$ cat src/rtl/rect_fill_engine.sv
// Rectangle fill engine: accepts a rectangle on the draw handshake and sweeps it
// row-major onto the VGA plot port, one pixel per clock, then pulses done.
module rect_fill_engine #(
    parameter int X_W     = 8,
    parameter int Y_W     = 7,
    parameter int C_W     = 3,
    parameter int X_MAX   = 159,
    parameter int Y_MAX   = 119,
    parameter int MAX_DIM = 16
) (
    input  logic           clk,
    input  logic           resetn,
    input  logic           req,
    input  logic [X_W-1:0] x0,
    input  logic [Y_W-1:0] y0,
    input  logic [4:0]     w,
    input  logic [4:0]     h,
    input  logic [C_W-1:0] fill_color,
    input  logic           border_en,
    input  logic [C_W-1:0] border_color,
    input  logic           abort,
    output logic           ready,
    output logic           busy,
    output logic           done,
    output logic [X_W-1:0] vga_x,
    output logic [Y_W-1:0] vga_y,
    output logic [C_W-1:0] vga_color,
    output logic           vga_plot
);

    typedef enum logic [1:0] {
        IDLE = 2'd0,
        FILL = 2'd1,
        FIN  = 2'd2
    } state_t;

    state_t state, state_nxt;

    logic [X_W-1:0] x0_q;
    logic [Y_W-1:0] y0_q;
    logic [C_W-1:0] fill_q;
    logic [C_W-1:0] border_q;
    logic           border_en_q;
    logic [4:0]     w_q;
    logic [4:0]     h_q;
    logic [4:0]     xc;
    logic [4:0]     yc;

    logic [4:0]     w_clamped;
    logic [4:0]     h_clamped;
    logic           accept;
    logic           last_col;
    logic           last_row;
    logic           on_edge;
    logic           in_view;
    logic [X_W:0]   sum_x;
    logic [Y_W:0]   sum_y;

    function automatic logic [4:0] clamp_dim(input logic [4:0] d);
        if (d > 5'(MAX_DIM))
            return 5'(MAX_DIM);
        return d;
    endfunction

    assign w_clamped = clamp_dim(w);
    assign h_clamped = clamp_dim(h);

    assign last_col = (xc == w_q - 5'd1);
    assign last_row = (yc == h_q - 5'd1);
    assign on_edge  = (xc == 5'd0) || (yc == 5'd0) || last_col || last_row;

    // One extra bit so positions past the screen edge are detected, not wrapped.
    assign sum_x   = {1'b0, x0_q} + (X_W+1)'(xc);
    assign sum_y   = {1'b0, y0_q} + (Y_W+1)'(yc);
    assign in_view = (sum_x <= (X_W+1)'(X_MAX)) && (sum_y <= (Y_W+1)'(Y_MAX));

    always_ff @(posedge clk or negedge resetn) begin
        if (!resetn)
            state <= IDLE;
        else
            state <= state_nxt;
    end

    always_comb begin
        state_nxt = state;
        accept    = 1'b0;
        ready     = 1'b0;
        busy      = 1'b0;
        done      = 1'b0;
        case (state)
            IDLE: begin
                ready = 1'b1;
                if (req && !abort) begin
                    accept    = 1'b1;
                    state_nxt = (w_clamped == 5'd0 || h_clamped == 5'd0) ? FIN : FILL;
                end
            end
            FILL: begin
                busy = 1'b1;
                if (abort)
                    state_nxt = IDLE;
                else if (last_col && last_row)
                    state_nxt = FIN;
            end
            FIN: begin
                done      = 1'b1;
                state_nxt = IDLE;
            end
            default: state_nxt = IDLE;
        endcase
    end

    always_ff @(posedge clk or negedge resetn) begin
        if (!resetn) begin
            x0_q        <= '0;
            y0_q        <= '0;
            fill_q      <= '0;
            border_q    <= '0;
            border_en_q <= 1'b0;
            w_q         <= '0;
            h_q         <= '0;
            xc          <= '0;
            yc          <= '0;
        end else if (accept) begin
            x0_q        <= x0;
            y0_q        <= y0;
            fill_q      <= fill_color;
            border_q    <= border_color;
            border_en_q <= border_en;
            w_q         <= w_clamped;
            h_q         <= h_clamped;
            xc          <= '0;
            yc          <= '0;
        end else if (state == FILL && !abort) begin
            if (last_col) begin
                xc <= '0;
                yc <= last_row ? 5'd0 : yc + 5'd1;
            end else begin
                xc <= xc + 5'd1;
            end
        end
    end

    // Pixel port is quiet outside FILL; clipped cycles show colour 0.
    assign vga_plot  = busy && in_view;
    assign vga_x     = busy ? sum_x[X_W-1:0] : '0;
    assign vga_y     = busy ? sum_y[Y_W-1:0] : '0;
    assign vga_color = !vga_plot ? '0 : ((border_en_q && on_edge) ? border_q : fill_q);

endmodule

$ cat config.mk
export PLATFORM = sky130hd
export DESIGN_NAME = rect_fill_engine
export DESIGN_NICKNAME = d
export VERILOG_FILES = /design/src/rtl/rect_fill_engine.sv
export SDC_FILE = /design/constraint.sdc
export NUM_CORES = 1
export LEC_CHECK = 0
export CAP_MARGIN = 20
export CORE_UTILIZATION = 52
export CTS_CLUSTER_SIZE = 24
export DETAILED_ROUTE_END_ITERATION = 16
export GPL_ROUTABILITY_DRIVEN = 0
export HOLD_SLACK_MARGIN = 0.03
export PLACE_DENSITY_LB_ADDON = 0.15
export SYNTH_ARGS = -nofsm -noshare
export SYNTH_HDL_FRONTEND = slang
export SYNTH_SLANG_ARGS = --single-unit
$ cat constraint.sdc
create_clock -name clk -period 3.1 [get_ports clk]
set_input_delay 0.62 -clock clk [delete_from_list [all_inputs] [get_ports clk]]
set_output_delay 0.62 -clock clk [all_outputs]
set_load 0.05 [all_outputs]
# After elaboration in Yosys (flattened, before gate mapping)
# Cells that the tools add are included.
op_classes:
  addsub: 6
  order_cmp: 4
  eq_ne: 6
  muxes: 27
  reduce_logical: 20
ops:
  columns: ["op", "count"]
  rows:
  - ["5-bit two-way mux", 11]
  - ["5-bit logical NOT", 4]
  - ["5-bit by 1-bit adder with 5-bit output, second input constant", 2]
  - ["5-bit equality test", 2]
  - ["5-bit greater-than comparator, second input constant", 2]
  - ["5-bit by 1-bit subtractor with 5-bit output, second input constant", 2]
  - ["8-bit by 5-bit adder with 9-bit output", 1]
  - ["9-bit by 8-bit less-or-equal comparator with 1-bit output, second input constant", 1]
  - ["7-bit by 5-bit adder with 8-bit output", 1]
  - ["8-bit by 7-bit less-or-equal comparator with 1-bit output, second input constant", 1]
  - ["2-bit two-way mux", 4]
  - ["8-bit two-way mux", 1]
  - ["1-bit two-way mux", 7]
  - ["7-bit two-way mux", 1]
  - ["1-bit logical AND", 6]
  - ["3-bit two-way mux", 2]
  - ["1-bit logical OR", 4]
  - ["2-bit one-hot mux with 2 select lines", 1]
  - ["2-bit AND reduction", 2]
  - ["2-bit nonzero test", 2]
  - ["3-bit inequality test, second input constant", 1]
  - ["2-bit by 1-bit equality test with 1-bit output, second input constant", 1]
  - ["2-bit equality test, second input constant", 1]
  - ["2-bit logical NOT", 1]
  - ["other kinds (2)", 2]
totals:
  register_bits: 44

# Longest topological paths before layout
# Gate-level depths: netlist (run 1).
depth:
  word_depth: 8
  mapped_depth: 9
  depth_no_buf: 9

# Worst setup path before layout (run 1)
# OpenSTA, ideal clock, no wires.
synth_path:
  kind: "register to output"
  start: "reg xc[0]"
  end: "out vga_color[0]"
  arrival_time_ns: 2.974
  required_ns: 2.480
  path_slack_ns: -0.494
  stages_incl_launch_ff: 9
  n_path_buf: 0
  cell_sequence: "dfrtp_1 > ha_1 > fa_1 > a21o_1 > a21oi_1 > o22ai_1 > nor3_1 > nand3_1 > nor3_1"
synth_between:
  elab_chain_cells: 7
synth_rtl:
  columns: ["item", "line", "source"]
  rows:
  - ["start: declaration", "46", "logic [4:0] xc;"]
  - ["start signal: assignment", "139", "xc <= xc + 5'd1;"]
  - ["branches (longest 6 deep; another with 8-bit by 5-bit adder with 9-bit output)", null, null]
  - ["3-bit two-way mux *", "148", "assign vga_color = !vga_plot ? '0 : ((border_en_q && on_edge) ? border_q : fill_q);"]
  - ["end: declaration", "27", "output logic [C_W-1:0] vga_color,"]
# Mark *: on every way between the ends.

# Worst setup path after layout (run 1)
layout_path:
  start: "reg xc[1]"
  end: "out vga_color[0]"
# Same word-level chain as after synthesis.

==> flow_summary.ini, run 1 <==
[status]
status = complete, but fails checks
violations = negative setup slack

[final_layout]
final_area_sq_mm = 0.00398
mostFrequentLayoutCell = nand2_1
drive_above_1_share_pct = 15.5
final_cell_mix = 88 x nand2_1, 44 x dfrtp_1, 41 x clkdlybuf4s50_1
nNetsFinal = 473
area_delta_synth_final_pct = 37.0
n_antenna_cell = 0

[yosys]
avgSynthCellArea_sq_um = 8.49
ys_seq_area_share_pct = 37.9
synth_edf_count = 0
synth_seq_cells = 44
ys_types = 50
synth.cell_area_sq_mm = 0.00291
synth-main-ff-cell = dfrtp_1
synthesis.yosys.warnings = 0
syn-num-nets = 396
syn_inst = 342
synthArstFlopShare_pct = 100

[routing]
ant_nets = 0
totalWireLength_um = 7390
viasPerCell = 5.51
dr.pass1.iters = 4
drtIter0Drc = 204
route.detailed.drc = 0
wl_per_cell_um = 15.1
vias = 2693

[sta]
worst_pin_slew_ns = 0.503
max_freq_mhz = 305
maxSlewViolCount = 0
timing.final.ws_setup_ns = -0.178
setup_viol = 4
layout_min_cycle_time_ns = 3.28
fin_skew_ns = 0.00991
min_period_over_period_pct = 106
relSlewSlack_pct = 66.4
holdWs_ns = 0.196
hold_viol_final = 0
rsz0062_at_grt = true

[clock_tree]
clk_path_buf_depth = 2
cts-buffers-inserted = 5
clock_latency_ns = 0.30
cts-root-buf = clkbuf_8
clkTransAtPathRegs_ns = 0.09
cts_tree = built
clkSinkCount = 44
hold_buffers = 0
htreeDepth = 2

[place]
port_buffers = 57
dp_slack_ns = 0.0113
dp_hpwl_um = 5230
placed_area_sq_mm = 0.00375

[setup_path]
critPathKind = reg -> out
critPathArrivalTime_ns = 2.66
end_kind = output port
path_max_fanout = 4
r2r_end = yc[3]
reg2reg_slack_ns = 0.72
reg2reg_depth = 9
rr_startpoint = h_q[0]
critPathLaunchType = register
required_ns = 2.48

[grt]
grt_pass1_wl_um = 12300
antenna_found_initial = 0
overflow = 0
grt_pass1_vias = 2755
grt_max_degree = 47
grt_usage_pct = 26.5

[min_path]
hold_class = in -> async

[die]
num_rows = 26
dieArea_sq_mm = 0.00589
io_pins = 58
initial_core_util_pct = 55.5
die_w_um = 76.7
core_sq_mm = 0.00524
fp.dieH_um = 76.7

[flow_run]
cap_violations = 0

[pwr]
vdd_drop_max_v = 0.000354
cellLeakagePower_nw = 1.85
p_per_area_mw_per_mm2 = 583
[metrics by stage]
step | power [mW] | utilization [%] | TNS (ns) | std cells
2_1_floorplan | 1.50 | - | -0.450 | 342
3_3_place_gp | 1.83 | 71.6 | 0 | 471
3_5_place_dp | 1.87 | 71.6 | 0 | 471
4_1_cts | 2.28 | 74.4 | -0.680 | 482
5_1_grt | 2.46 | 76.0 | -1.27 | 489
6_report | 2.32 | 76.0 | -0.642 | 489
[final cells by class]
class,instances,area (sq um)
Clock buffer,6,72.6
Clock inverter,1,5.00
Fill cell,384,1260
Inverter,14,52.6
Multi-Input combinational cell,274,1790
Sequential cell,44,1100
Tap cell,70,87.6
Timing Repair Buffer,80,872
[cell usage after synthesis, drive strengths merged (5+ instances only)]
cell	count	share of area, %
nor3	10	1.7
nand3	5	0.86
nand3b	10	2.6
nor2	20	2.6
xor2	8	2.4
nand2	88	11
xnor2	10	3.0
a21oi	16	2.8
or3	5	1.2
clkbuf	9	1.2
o21ai	16	2.8
ha	16	6.9
nand4	5	1.1
nor2b	8	2.0
inv	14	1.8
dfrtp	44	38
[cells by family after synthesis]
logic type	Yosys count	synth area share, %
AOI/OAI and AO/OA	59	13.8
xor gates and xnor gates	18	5.43
adders and majority gates	18	8.27
buffers and inverters	24	3.10
DFF	44	37.9
muxes	4	1.38
and+or+nand+nor	175	30.1
[sequential cells by signal, indices dropped and copies added (netlist names)]
name / flops
x0_q: 8
y0_q: 7
h_q: 5
w_q: 5
xc: 5
yc: 5
border_q: 3
fill_q: 3
state: 2
border_en_q: 1
[what timing repair did]
item | CTS | global route
buffers inserted | 4 | 6
resized for setup | 8 | 7
pin swaps | 4 | 13
endpoints found under the setup margin | 5 | 8
endpoints found under the hold margin | 0 | 0
[where the power goes]
group	internal (mW)	leakage, nW	switching [mW]	total [mW]
Clock	0.154	0.0410	0.198	0.351
Combinational	0.526	1.24	0.625	1.15
Sequential	0.698	0.566	0.118	0.815
Total	1.38	1.85	0.940	2.32
[per-layer routing]
metal	global-route usage, %	wire length [um]
met4	9.23	120
met5	0	0
met3	4.76	251
met2	47.1	3850
met1	32.0	3170
[worst max-delay path: stages, from the launching register on]
cell and delay (ns):
dfrtp_1 0.40, ha_1 0.32, a211o_1 0.33, a21o_1 0.20
a2111o_1 0.35, o211ai_1 0.13, nand3_2 0.09, buf_6 0.15
nor3_4 0.21, buf_12 0.16
[worst max path at each step]
stage | start | slack, ns | cells after the start | end
after global routing | xc[0] | -0.28 | 10 | vga_color[0]
after floorplan | xc[0] | -0.11 | 8 | vga_color[0]
after detailed placement | x0_q[0] | 0.01 | 9 | vga_color[2]
final | xc[1] | -0.18 | 9 | vga_color[0]
after global placement | x0_q[0] | 0.08 | 9 | vga_color[1]
after CTS | x0_q[1] | -0.18 | 8 | vga_color[2]
Power figures use the tool's default switching activity.
==> run 2: changes to the inputs <==
--- a/config.mk
+++ b/config.mk
@@ -6,12 +6,14 @@
 export NUM_CORES = 1
 export LEC_CHECK = 0
 export CAP_MARGIN = 20
-export CORE_UTILIZATION = 52
+export CORE_UTILIZATION = 64
 export CTS_CLUSTER_SIZE = 24
 export DETAILED_ROUTE_END_ITERATION = 16
+export DONT_BUFFER_PORTS = 1
 export GPL_ROUTABILITY_DRIVEN = 0
 export HOLD_SLACK_MARGIN = 0.03
 export PLACE_DENSITY_LB_ADDON = 0.15
+export SLEW_MARGIN = 20
 export SYNTH_ARGS = -nofsm -noshare
 export SYNTH_HDL_FRONTEND = slang
 export SYNTH_SLANG_ARGS = --single-unit
==> run 2 against run 1 <==
Effect of this change:
- fmax increased by 2.7%
- worst hold slack got worse by 0.044 ns
- via count is 4.2% lower
- largest power group unchanged
- the flow still finishes with violations (negative setup slack)
==> flow_summary.ini, run 2 (same netlist as run 1, synthesis figures left out) <==
[status]
status = complete, but fails checks
violations = negative setup slack

[sta]
layout_min_cycle_time_ns = 3.19
relSlewSlack_pct = 38.9
totalNegativeSetupSlack_ns = -0.268
hold_viol_final = 0
fin_skew_ns = 0.00494
min_period_over_period_pct = 103
maxSlewViolCount = 0
worst_pin_slew_ns = 0.915
timing.final.ws_setup_ns = -0.0931
max_freq_mhz = 313
setup_viol = 4
rsz0062_at_grt = true

[routing]
totalWireLength_um = 6970
route.detailed.drc = 0
dr.pass1.iters = 4
drtIter0Drc = 198
ant_nets = 0
wl_per_cell_um = 16.2
vias = 2579
viasPerCell = 6.01

[grt]
grt_pass1_vias = 2498
grt_pass1_wl_um = 11500
grt_usage_pct = 30.0
grt_max_degree = 45
antenna_found_initial = 0
overflow = 0

[die]
core_sq_mm = 0.00435
dieArea_sq_mm = 0.00481
initial_core_util_pct = 66.7
num_rows = 24
fp.dieH_um = 69.4
io_pins = 58
die_w_um = 69.4

[clock_tree]
htreeDepth = 2
clock_latency_ns = 0.30
clkTransAtPathRegs_ns = 0.08
cts_tree = built
clk_path_buf_depth = 2
cts-buffers-inserted = 5
clkSinkCount = 44
cts-root-buf = clkbuf_8

[final_layout]
largest_reg_flops = 8
n_fill_cell = 290
top_regs = x0_q: 8 flops, y0_q: 7 flops
mostFrequentLayoutCell = nand2_1
final_cell_mix = 88 x nand2_1, 43 x dfrtp_1, 31 x buf_4
drive_above_1_share_pct = 20.2
nNetsFinal = 431
final_cell_count_no_fill = 429
area_delta_synth_final_pct = 19.2
n_antenna_cell = 0
top_register = x0_q

[setup_path]
critPathMostFrequentCell = buf_6
end_kind = output port
critPathArrivalTime_ns = 2.57
critPathBufInv = 2
worst_path_max_delay_cell = dfrtp_1
critPathLaunchType = register
critPathKind = reg -> out
cp_top_family = compound AO/OA/AOI/OAI gates
path_max_fanout = 4
crit_chain = ha_4 -> buf_6 -> a211o_1 -> a21o_1 -> a2111o_1 -> o211ai_1 -> nand3_2 -> nor3_2 -> buf_6
required_ns = 2.48
critical_path.max_stage_delay_ns = 0.43

[pwr]
cellLeakagePower_nw = 1.65
p_per_area_mw_per_mm2 = 646
vdd_drop_max_v = 0.000401

[place]
port_buffers = 0
dp_cells = 409
dp_hpwl_um = 4670

[flow_run]
cap_violations = 0

[min_path]
hold_class = in -> async
==> run 2: worst reg2reg max path, stage by stage, from the launching register on <==
cell,delay (ns)
dfrtp_1,0.45
nand2b_1,0.32
buf_4,0.24
nor2_1,0.30
o2111ai_1,0.32
nor2_1,0.27
nand3b_1,0.10
a21oi_1,0.15
==> run 2: path summary, 6_finish.rpt <==
path                            from      endpoint  slack, ns  cells past startpoint
max                          x0_q[0]  vga_color[1]      -0.09                      9
min                           resetn       x0_q[0]       0.15                      1
max reg2reg                 state[1]         yc[2]       0.87                      7
min reg2reg                fill_q[2]     fill_q[2]       0.48                      2
max in group asynchronous     resetn         yc[1]       2.72                      1
min in group clk               abort      state[1]       0.39                      1
==> run 2: repair_timing <==
action	CTS	global route
hold buffers	1	0
pin swaps	19	13
endpoints found under the setup margin	5	7
endpoints found under the hold margin	44	0
resized for setup	19	9
setup buffers	10	2
==> run 2: layout make-up <==
type / instances / area, sq um / area share [%]
Inverter: 14 / 52.6 / 1.52
Tap cell: 52 / 65.1 / 1.88
Multi-Input combinational cell: 274 / 1820 / 52.5
Sequential cell: 44 / 1100 / 31.8
Timing Repair Buffer: 38 / 328 / 9.47
Clock buffer: 7 / 96.3 / 2.78
==> run 2: metal layers <==
| metal | routed length, um | vias to the layer above | track usage, % | part of all wire [%] |
|---|---|---|---|---|
| li1 | - | 1238 | - | - |
| met1 | 3020 | 1238 | 39.3 | 43 |
| met2 | 3440 | 87 | 50.5 | 49 |
| met3 | 355 | 16 | 5.67 | 5.1 |
| met4 | 147 | 0 | 9.52 | 2.1 |
| met5 | 0 | - | 0 | 0 |
==> run 2: metrics by stage <==
stage / cell area (sq um) / utilization, % / setup slack (ns) / hold slack (ns) / total power, mW
after floorplan: 2920 / - / -0.113 / 0.324 / 1.50
after global placement: 3140 / 72.2 / 0.119 / 0.325 / 1.67
after detailed placement: 3140 / 72.2 / 0.0416 / 0.325 / 1.71
after CTS: 3420 / 78.5 / -0.0733 / 0.163 / 2.20
after global routing: 3460 / 79.5 / -0.209 / 0.165 / 2.37
final: 3460 / 79.5 / -0.0931 / 0.151 / 2.24
==> run 2: where the power goes <==
group	leakage (nW)	internal [mW]	switching [mW]
Sequential	0.565	0.699	0.123
Combinational	1.03	0.428	0.599
Clock	0.0503	0.199	0.191
Total	1.65	1.33	0.913
